`src/rtl/fetch_pkg.sv`:
```
// Shared constants and types for the instruction fetch stage.
package fetch_pkg;
    localparam logic [31:0] RV_NOP         = 32'h0000_0013;
    localparam logic [1:0]  AXI_RESP_OKAY  = 2'b00;
    localparam logic [1:0]  AXI_BURST_INCR = 2'b01;
    localparam logic [2:0]  AXI_SIZE_4B    = 3'b010;

    typedef enum logic {
        AR_IDLE = 1'b0,
        AR_WAIT = 1'b1
    } ar_state_t;

    typedef struct packed {
        logic [31:0] inst;
        logic [31:0] pc;
        logic        fault;
    } fetch_entry_t;
endpackage

```
`src/rtl/fetch_fifo.sv`:
```
// Synchronous FIFO with flush and a combinational head; DEPTH must be a power of 2.
module fetch_fifo
    import fetch_pkg::*;
#(
    parameter int WIDTH = 32,
    parameter int DEPTH = 2
) (
    input  logic                   clk,
    input  logic                   rst,
    input  logic                   push,
    input  logic                   pop,
    input  logic                   flush,
    input  logic [WIDTH-1:0]       din,
    output logic [WIDTH-1:0]       head,
    output logic                   full,
    output logic                   empty,
    output logic [$clog2(DEPTH):0] count
);
    localparam int PTR_W = $clog2(DEPTH);

    logic [WIDTH-1:0] mem [DEPTH];
    logic [PTR_W-1:0] rd_ptr;
    logic [PTR_W-1:0] wr_ptr;
    logic             do_push;
    logic             do_pop;

    assign empty   = (count == '0);
    assign full    = (count == (PTR_W+1)'(DEPTH));
    assign do_pop  = pop && !empty;
    // A full FIFO may accept a push in the same cycle it pops.
    assign do_push = push && (!full || do_pop);
    assign head    = mem[rd_ptr];

    always_ff @(posedge clk) begin
        if (rst || flush) begin
            rd_ptr <= '0;
            wr_ptr <= '0;
            count  <= '0;
        end else begin
            if (do_push) wr_ptr <= wr_ptr + PTR_W'(1);
            if (do_pop)  rd_ptr <= rd_ptr + PTR_W'(1);
            case ({do_push, do_pop})
                2'b10:   count <= count + (PTR_W+1)'(1);
                2'b01:   count <= count - (PTR_W+1)'(1);
                default: count <= count;
            endcase
        end
    end

    always_ff @(posedge clk) begin
        if (do_push && !flush) mem[wr_ptr] <= din;
    end
endmodule

```
`src/rtl/fetch_unit.sv`:
```
// Instruction fetch: sequential PC, single-beat AXI4 reads, instruction buffer, redirect/stall.
// Optional performance counters are enabled with FETCH_PERF_CNT_EN.
//   state   | meaning
//   AR_IDLE | no address in flight on AR; issue when credit allows
//   AR_WAIT | m_arvalid held with a fixed m_araddr until m_arready
module fetch_unit
    import fetch_pkg::*;
#(
    parameter logic [31:0] RESET_PC   = 32'h0000_0000,
    parameter int          FIFO_DEPTH = 2,
    parameter int          AXI_ID_W   = 4
) (
    input  logic                clk,
    input  logic                rst,
    input  logic                stallF,
    input  logic                redirect,
    input  logic [31:0]         redirect_pc,
    output logic [31:0]         instF,
    output logic [31:0]         PCF,
    output logic                validF,
    output logic                faultF,
    output logic                m_arvalid,
    input  logic                m_arready,
    output logic [31:0]         m_araddr,
    output logic [AXI_ID_W-1:0] m_arid,
    output logic [7:0]          m_arlen,
    output logic [2:0]          m_arsize,
    output logic [1:0]          m_arburst,
    input  logic                m_rvalid,
    output logic                m_rready,
    input  logic [31:0]         m_rdata,
    input  logic [1:0]          m_rresp,
    input  logic                m_rlast
`ifdef FETCH_PERF_CNT_EN
    ,
    output logic [31:0]         perf_fetched,
    output logic [31:0]         perf_stall
`endif
);
    localparam int             CNT_W   = $clog2(FIFO_DEPTH) + 1;
    localparam logic [CNT_W:0] DEPTH_V = (CNT_W+1)'(FIFO_DEPTH);

    ar_state_t        state;
    ar_state_t        state_next;
    logic [31:0]      pc_req;
    logic [31:0]      ar_addr;
    logic [31:0]      last_pc;
    logic [CNT_W-1:0] outstanding;
    logic [CNT_W-1:0] outstanding_next;
    logic [CNT_W-1:0] drop_cnt;
    logic [CNT_W-1:0] inst_count;
    logic [CNT_W-1:0] tag_count;
    logic             ar_stale;
    logic             credit;
    logic             issue;
    logic             ar_hs;
    logic             resp_keep;
    logic             pop;
    fetch_entry_t     inst_head;
    fetch_entry_t     inst_din;
    logic [31:0]      tag_head;
    logic             inst_full;
    logic             inst_empty;
    logic             tag_full;
    logic             tag_empty;
    logic             unused_sigs;

    assign ar_hs            = (state == AR_WAIT) && m_arready;
    assign credit           = ({1'b0, outstanding} + {1'b0, inst_count}) < DEPTH_V;
    assign issue            = (state == AR_IDLE) && credit && !redirect;
    assign resp_keep        = m_rvalid && (drop_cnt == '0) && !redirect;
    assign pop              = validF && !stallF && !redirect;
    assign outstanding_next = outstanding + CNT_W'(ar_hs) - CNT_W'(m_rvalid);

    always_ff @(posedge clk) begin
        if (rst) state <= AR_IDLE;
        else     state <= state_next;
    end

    always_comb begin
        state_next = state;
        m_arvalid  = 1'b0;
        case (state)
            AR_IDLE: if (issue) state_next = AR_WAIT;
            AR_WAIT: begin
                m_arvalid = 1'b1;
                if (m_arready) state_next = AR_IDLE;
            end
            default: state_next = AR_IDLE;
        endcase
    end

    // ar_stale marks an AR that must still complete at its old address after a redirect;
    // its response is already counted in drop_cnt and it gets no PC tag.
    always_ff @(posedge clk) begin
        if (rst) begin
            pc_req      <= RESET_PC;
            ar_addr     <= RESET_PC;
            outstanding <= '0;
            drop_cnt    <= '0;
            ar_stale    <= 1'b0;
            last_pc     <= '0;
        end else begin
            outstanding <= outstanding_next;
            last_pc     <= PCF;
            if (issue) ar_addr <= pc_req;
            if (redirect) begin
                pc_req   <= {redirect_pc[31:2], 2'b00};
                drop_cnt <= outstanding_next + CNT_W'((state == AR_WAIT) && !m_arready);
                ar_stale <= (state == AR_WAIT) && !m_arready;
            end else begin
                if (ar_hs && !ar_stale) pc_req <= pc_req + 32'd4;
                if (ar_hs) ar_stale <= 1'b0;
                if (m_rvalid && (drop_cnt != '0)) drop_cnt <= drop_cnt - CNT_W'(1);
            end
        end
    end

    fetch_fifo #(.WIDTH(32), .DEPTH(FIFO_DEPTH)) u_tag_fifo (
        .clk   (clk),
        .rst   (rst),
        .push  (ar_hs && !ar_stale),
        .pop   (resp_keep),
        .flush (redirect),
        .din   (ar_addr),
        .head  (tag_head),
        .full  (tag_full),
        .empty (tag_empty),
        .count (tag_count)
    );

    assign inst_din = '{inst: m_rdata, pc: tag_head, fault: (m_rresp != AXI_RESP_OKAY)};

    fetch_fifo #(.WIDTH($bits(fetch_entry_t)), .DEPTH(FIFO_DEPTH)) u_inst_fifo (
        .clk   (clk),
        .rst   (rst),
        .push  (resp_keep),
        .pop   (pop),
        .flush (redirect),
        .din   (inst_din),
        .head  (inst_head),
        .full  (inst_full),
        .empty (inst_empty),
        .count (inst_count)
    );

    assign validF    = !inst_empty;
    assign instF     = inst_empty ? RV_NOP  : inst_head.inst;
    assign PCF       = inst_empty ? last_pc : inst_head.pc;
    assign faultF    = inst_empty ? 1'b0    : inst_head.fault;

    assign m_araddr  = ar_addr;
    assign m_arid    = '0;
    assign m_arlen   = 8'd0;
    assign m_arsize  = AXI_SIZE_4B;
    assign m_arburst = AXI_BURST_INCR;
    assign m_rready  = 1'b1;

    assign unused_sigs = ^{m_rlast, redirect_pc[1:0], inst_full, tag_full, tag_empty, tag_count};

`ifdef FETCH_PERF_CNT_EN
    always_ff @(posedge clk) begin
        if (rst) begin
            perf_fetched <= '0;
            perf_stall   <= '0;
        end else begin
            if (pop)              perf_fetched <= perf_fetched + 32'd1;
            if (stallF && validF) perf_stall   <= perf_stall + 32'd1;
        end
    end
`endif
endmodule

```
`config.mk`:
```
export PLATFORM = sky130hd
export DESIGN_NAME = fetch_unit
export DESIGN_NICKNAME = d
export VERILOG_FILES = /design/src/rtl/fetch_pkg.sv /design/src/rtl/fetch_fifo.sv /design/src/rtl/fetch_unit.sv
export SDC_FILE = /design/constraint.sdc
export NUM_CORES = 1
export LEC_CHECK = 0
export ABC_AREA = 1
export ABC_CLOCK_PERIOD_IN_PS = 11000
export BUFFER_PORTS_ARGS = -buffer_cell sky130_fd_sc_hd__buf_2
export CORE_UTILIZATION = 55
export CTS_BUF_LIST = sky130_fd_sc_hd__clkbuf_16
export DETAILED_ROUTE_END_ITERATION = 10
export PLACE_DENSITY = 0.82
export SLEW_MARGIN = 20
export SYNTH_ARGS = -nofsm -noshare
export SYNTH_HDL_FRONTEND = slang
export SYNTH_SLANG_ARGS = --single-unit
```
`constraint.sdc`:
```
create_clock -name clk -period 11 [get_ports clk]
set_input_delay 2.2 -clock clk [delete_from_list [all_inputs] [get_ports clk]]
set_output_delay 2.2 -clock clk [all_outputs]
set_load 0.02 [all_outputs]
```
### Word-level counts from Yosys, hierarchy flattened

Memories as Yosys holds them, arrays and structs flattened. A register that Yosys moved wholly into a read port is not among the register bits.
Cells that the tools add are included.

* reductions and logical operators: 38
* $lt $le $gt $ge: 1
* multiplexer cells: 23
* add/sub/neg operators: 14
* equal/unequal tests: 6
* bitwise gates (word level): 1

Operators by type and width (number)
* $mux W32: 4
* $add A32 B3 Y32 const B: 1
* $logic_and A1 B1 Y1: 16
* $mux W1: 14
* $reduce_bool A2 Y1: 7
* $eq A2 B2 Y1 const B: 4
* $logic_not A1 Y1: 8
* $pmux W2 S2: 2
* $logic_not A2 Y1: 3
* $sub A2 B1 Y2 const B: 3
* $add A1 B1 Y1 const B: 4
* $add A2 B1 Y2: 2
* $add A2 B1 Y2 const B: 2
* $eq A2 B1 Y1 const B: 2
* $mux W2: 2
* $add A2 B2 Y3: 1
* $logic_or A1 B1 Y1: 3
* $lt A3 B2 Y1 const B: 1
* $pmux W1 S2: 1
* $reduce_or A2 Y1: 1
* $sub A2 B1 Y2: 1
* $not A1 Y1: 1

* register bits after elaboration: 110
* output and inout port bits: 117
* bits in writable memories: 194
* memories kept: 2
* input port bits: 73
* logic and storage cells: 99

Memories
* u_inst_fifo.mem: words 2, width 65, read ports 1, clocked after Yosys merged registers in 1, write ports 1, RTL line fetch_fifo.sv:21 `logic [WIDTH-1:0] mem [DEPTH];`
* u_tag_fifo.mem: words 2, width 32, read ports 1, clocked after Yosys merged registers in 1, write ports 1, RTL line fetch_fifo.sv:21

### Logic depth before layout (Yosys ltp)

* word-level depth: 10
* depth in mapped cells: 13
* mapped depth without buffers: 13

### Modules after synthesis

A second synthesis with hierarchy kept.

* cell total of the unflattened synthesis: 1148
* area, all modules: 12565.8 um2

Modules (own cells, without submodules)
* fetch_unit: sequential area each 1961.9 um2, area an instance 5041.1 um2, cells an instance 772, instances 1
* fetch_fifo (u_inst_fifo): sequential area each 4003.8 um2, area an instance 4961.0 um2, cells an instance 239, instances 1
* fetch_fifo (u_tag_fifo): sequential area each 2021.9 um2, area an instance 2563.7 um2, cells an instance 137, instances 1

### Least setup slack after synthesis

Ideal clock, no wire load.

* kind: input to register
* from: input port redirect
* to: memory u_inst_fifo.mem[1][0] (netlist bit), enable pin
* cell stages on the path: 4
* setup time: 0.486 ns
* path buffers: 1
* arrival time: 5.295 ns
* setup slack: 5.219 ns
* path through: buf_2 > nor2_1 > o21ai_0 > nor2_1

* longest elaborated chain between the ends: 8
* elaborated cells between the ends (all ways): 9
* classes of those cells: mux (2); reduce/logical (7)

Ends and longest elaborated chain
* start, declared: RTL line fetch_unit.sv:16 `input logic redirect,`
* $logic_not A1 Y1 (*): RTL line fetch_fifo.sv:51, fetch_unit.sv:71, fetch_unit.sv:72
* $logic_and A1 B1 Y1: RTL line fetch_unit.sv:72 `assign pop = validF && !stallF && !redirect;`
* $logic_and A1 B1 Y1: RTL line fetch_fifo.sv:29 `assign do_pop = pop && !empty;`
* $logic_or A1 B1 Y1: RTL line fetch_fifo.sv:31 `assign do_push = push && (!full || do_pop);`
* $logic_and A1 B1 Y1: RTL line fetch_fifo.sv:31
* $logic_and A1 B1 Y1 (*): RTL line fetch_fifo.sv:51 `if (do_push && !flush) mem[wr_ptr] <= din;`
* $mux W1 (*): RTL line fetch_fifo.sv:51
* $mux W1 (implied by the code) (*): RTL line fetch_fifo.sv:51
* end, declared: RTL line fetch_fifo.sv:21

Mark *: on every way between the ends. The rest lies on a longest branch, timed or not.

### Final worst setup path

* from: register u_inst_fifo.count[0]
* to: output port PCF[7]

* longest elaborated chain between the ends: 2

Ends and longest elaborated chain
* start, declared: RTL line fetch_fifo.sv:17 `output logic [$clog2(DEPTH):0] count`
* start signal, assigned: RTL line fetch_fifo.sv:43 `2'b10: count <= count + (PTR_W+1)'(1);`
* start signal, assigned: RTL line fetch_fifo.sv:44 `2'b01: count <= count - (PTR_W+1)'(1);`
* start signal, assigned: RTL line fetch_fifo.sv:45 `default: count <= count;`
* $logic_not A2 Y1: RTL line fetch_fifo.sv:27 `assign empty = (count == '0);`
* $mux W32: RTL line fetch_unit.sv:149 `assign PCF = inst_empty ? last_pc : inst_head.pc;`
* end, declared: RTL line fetch_unit.sv:19 `output logic [31:0] PCF,`

No other way between the ends.

==> results.yml <==
floorplan:
  coreArea_sq_mm: 0.02115
  fp.dieH_microns: 149.3
  die_w_microns: 149.3
  die_area_sq_mm: 0.02229
  row_count: 53
  start_util_pct: 56.40
  io_pins: 190
min_path:
  worst_hold_path_type: "reg2reg"
worst_setup_path:
  ff2ff_setup_slack_ns: 8.49
  cp-start-kind: "flop"
  required_ns: 8.80
  path_max_fanout: 61
  arrival_ns: 2.69
  crit_type: "reg2out"
  cp-end-kind: "output port"
global_routing:
  grt.overflow.total: 0
  antenna_found_initial: 0
  grt_start_max_net_pins: 65
  track_usage_pct: 23.51
  grt_pass1_vias: 7859
  grt_pass1_wl_microns: 40790
cells_and_area:
  drive_above_1_share_pct: 21.74
  insertedDiodeCount: 0
  postLayoutCoreUtil_pct: 64.94
  syn_to_final_growth_pct: 15.13
  fin_nets: 1360
placed_design:
  place.gp.congestion: 0.9667
  dp_hpwl_microns: 16770
  numPortBuffers: 166
timing:
  tns_ns: 0
  slew_headroom_pct: 40.70
  finalCriticalPeriod_ns: 4.886
  max_freq_ghz: 0.2047
  fin_crit_sh_pct: 44.42
  finalMaxSlewViolations: 0
  rsz0062_at_grt: "no"
  final-setup-viol-count: 0
  finalHoldViolCount: 0
  tightest_slew_ns: 0.8894
  final.setup_skew_ns: 0.01707
detailed_routing:
  ant_nets: 0
  totalWireLength_microns: 26450
  post_drt_via_cell_ratio: 5.344
  drc: 0
  first_pass_iters: 5
  route.vias.total: 8428
  drtIter0Drc: 634
  wire_per_inst_microns: 16.77
synthesis:
  synth_compound_area_share_pct: 9.522
  avgSynthCellArea_sq_um: 10.58
  netlist_area_sq_mm: 0.01193
  ys_warn_count: 0
  synth_top_family_by_area: "simple AND/OR/NAND/NOR gates"
  yosysSeqAreaShare_pct: 64.93
  synthXorXnorAreaFrac_pct: 0.6607
  ys_seq_elements: 294
  synthAdderAreaFrac_pct: 0.7970
  synthMuxAreaShare_pct: 2.831
  syn_inst: 1128
  ys.flop_type: "edfxtp_1"
  synth_cell_type_count: 37
  async_flop_share_pct: 0
  synth-edff-count: 186
  yosys.area_share.simple_pct: 15.74
power:
  p_seq_share_pct: 52.3
  cellInternalPower_mw: 1.836
  p_comb_share_pct: 10.5
  irDropWorstVdd_uv: 104.7
  pwr-share-clk_pct: 37.3
  powerDensity_mw_per_mm2: 177.7
  swShare_pct: 24.77
  leakagePower_nw: 5.488
  netSwitchingPower_mw: 0.6045
clock_tree:
  post_cts_buffers: 0
  cts_buffers: 29
  cts.sinks: 294
  clk_latency_ns: 0.53
  cts_max_path_buffers: 3
  path_clk_slew_ns: 0.06
  root_buffer: "clkbuf_16"
  htreeDepth: 1
  cts_resized: 0
  cts_tree: "built"
  hold_buffers: 0
run_status:
  status: "finished clean"
job:
  max_cap_violations: 0
-- area by class of cell --
type                       instances  area (sq um)
clock buffer                      29         725.7
clock inverter                    24         148.9
fill                            1646          7417
inverter                          64         240.2
multi-input combinational        715          3623
sequential                       294          7749
tap                              275         344.1
timing repair buffer             176         905.9
-- layer usage --
metal	track usage (%)	routed length, microns	up-vias
met4	8.367	675	0
met2	38.79	12900	311
met5	0	0	-
met3	3.119	1647	48
li1	-	-	4092
met1	31.92	11230	3977
-- worst max-delay path, cell delays in order (launching register included) --
cell and delay, ns:
dfxtp_1 0.48, nor2_4 0.06, buf_4 0.35, inv_2 0.67, nor2_1 0.10, a21oi_1 0.25
buf_2 0.23
-- metrics by stage --
stage / setup slack, ns / std cells / total power, mW / cell area [sq um] / hold slack [ns]
after floorplan: 5.219 / 1146 / 1.463 / 12000 / 0.4246
final: 6.114 / 1577 / 2.441 / 13740 / 0.4472
after global routing: 5.901 / 1577 / 2.531 / 13740 / 0.4833
after global placement: 6.500 / 1524 / 1.541 / 12860 / 0.4327
after detailed placement: 6.382 / 1524 / 1.552 / 12860 / 0.4410
after CTS: 6.080 / 1577 / 2.453 / 13740 / 0.4508
-- path summary, 6_finish.rpt --
kind         cells after the start      endpoint            startpoint
min                              2    last_pc[1]            last_pc[1]
min reg2reg                      2    last_pc[1]            last_pc[1]
max                              6        PCF[7]  u_inst_fifo.count[0]
max reg2reg                      8  m_araddr[25]  u_inst_fifo.count[0]
-- flip-flops by register name, indices dropped and copies added (netlist names), 2 cells and up, named ones only --
| name | cells |
|---|---|
| u_tag_fifo.mem | 60 |
| u_inst_fifo.count | 2 |
| u_tag_fifo.count | 2 |
| outstanding | 2 |
| u_inst_fifo.mem | 126 |
| last_pc | 32 |
| m_araddr | 30 |
| pc_req | 30 |
| drop_cnt | 2 |
-- synthesized netlist by cell type, types with 4 or more instances --
cell type | instances | area share [%]
a21oi_1 | 133 | 5.6
a21oi_2 | 10 | 0.73
a31oi_1 | 12 | 0.63
and2_1 | 33 | 1.7
buf_2 | 22 | 0.92
buf_4 | 23 | 1.4
clkbuf_1 | 22 | 0.69
dfxtp_1 | 108 | 18
edfxtp_1 | 186 | 47
ha_1 | 6 | 0.63
inv_1 | 59 | 1.9
inv_2 | 4 | 0.13
mux2_2 | 30 | 2.8
nand2_1 | 227 | 7.1
nand3_1 | 41 | 1.7
nor2_1 | 103 | 3.2
nor2_2 | 5 | 0.26
nor2_4 | 7 | 0.66
nor3_1 | 8 | 0.34
o21ai_0 | 52 | 2.2
xor2_1 | 7 | 0.51
-- logic make-up (layout without fill, tap and decap cells) --
group | Yosys count | count (layout)
flops | 294 | 294
fa+ha+maj | 7 | 7
simple gates | 435 | 435
other cells | 2 | 20
buf+inv | 137 | 293
xor+xnor | 9 | 9
mux | 30 | 30
compound gates | 214 | 214
-- power by group through the flow --
stage,clock network (mW),registers (mW),logic (mW)
final,0.910,1.28,0.255
after global routing,0.970,1.28,0.281
after CTS,0.922,1.28,0.256
after detailed placement,0,1.30,0.254
after global placement,0,1.29,0.247
after floorplan,0,1.31,0.154
-- layout by cell type, fill, tap and decap left out, drive strengths merged --
master	n
nor3	8
mux2	30
nand3	41
nand4	2
a31oi	12
dfxtp	108
a21oi	143
conb	20
fa	1
clkbuf	29
nand2	230
o21bai	1
ha	6
bufinv	2
xor2	7
o21ai	54
nor3b	2
buf	176
o211ai	1
edfxtp	186
a22oi	3
clkinv	8
inv	78
and3	1
and2	33
or2	3
xnor2	2
nor2	115
(Power assumes the default switching activity.)
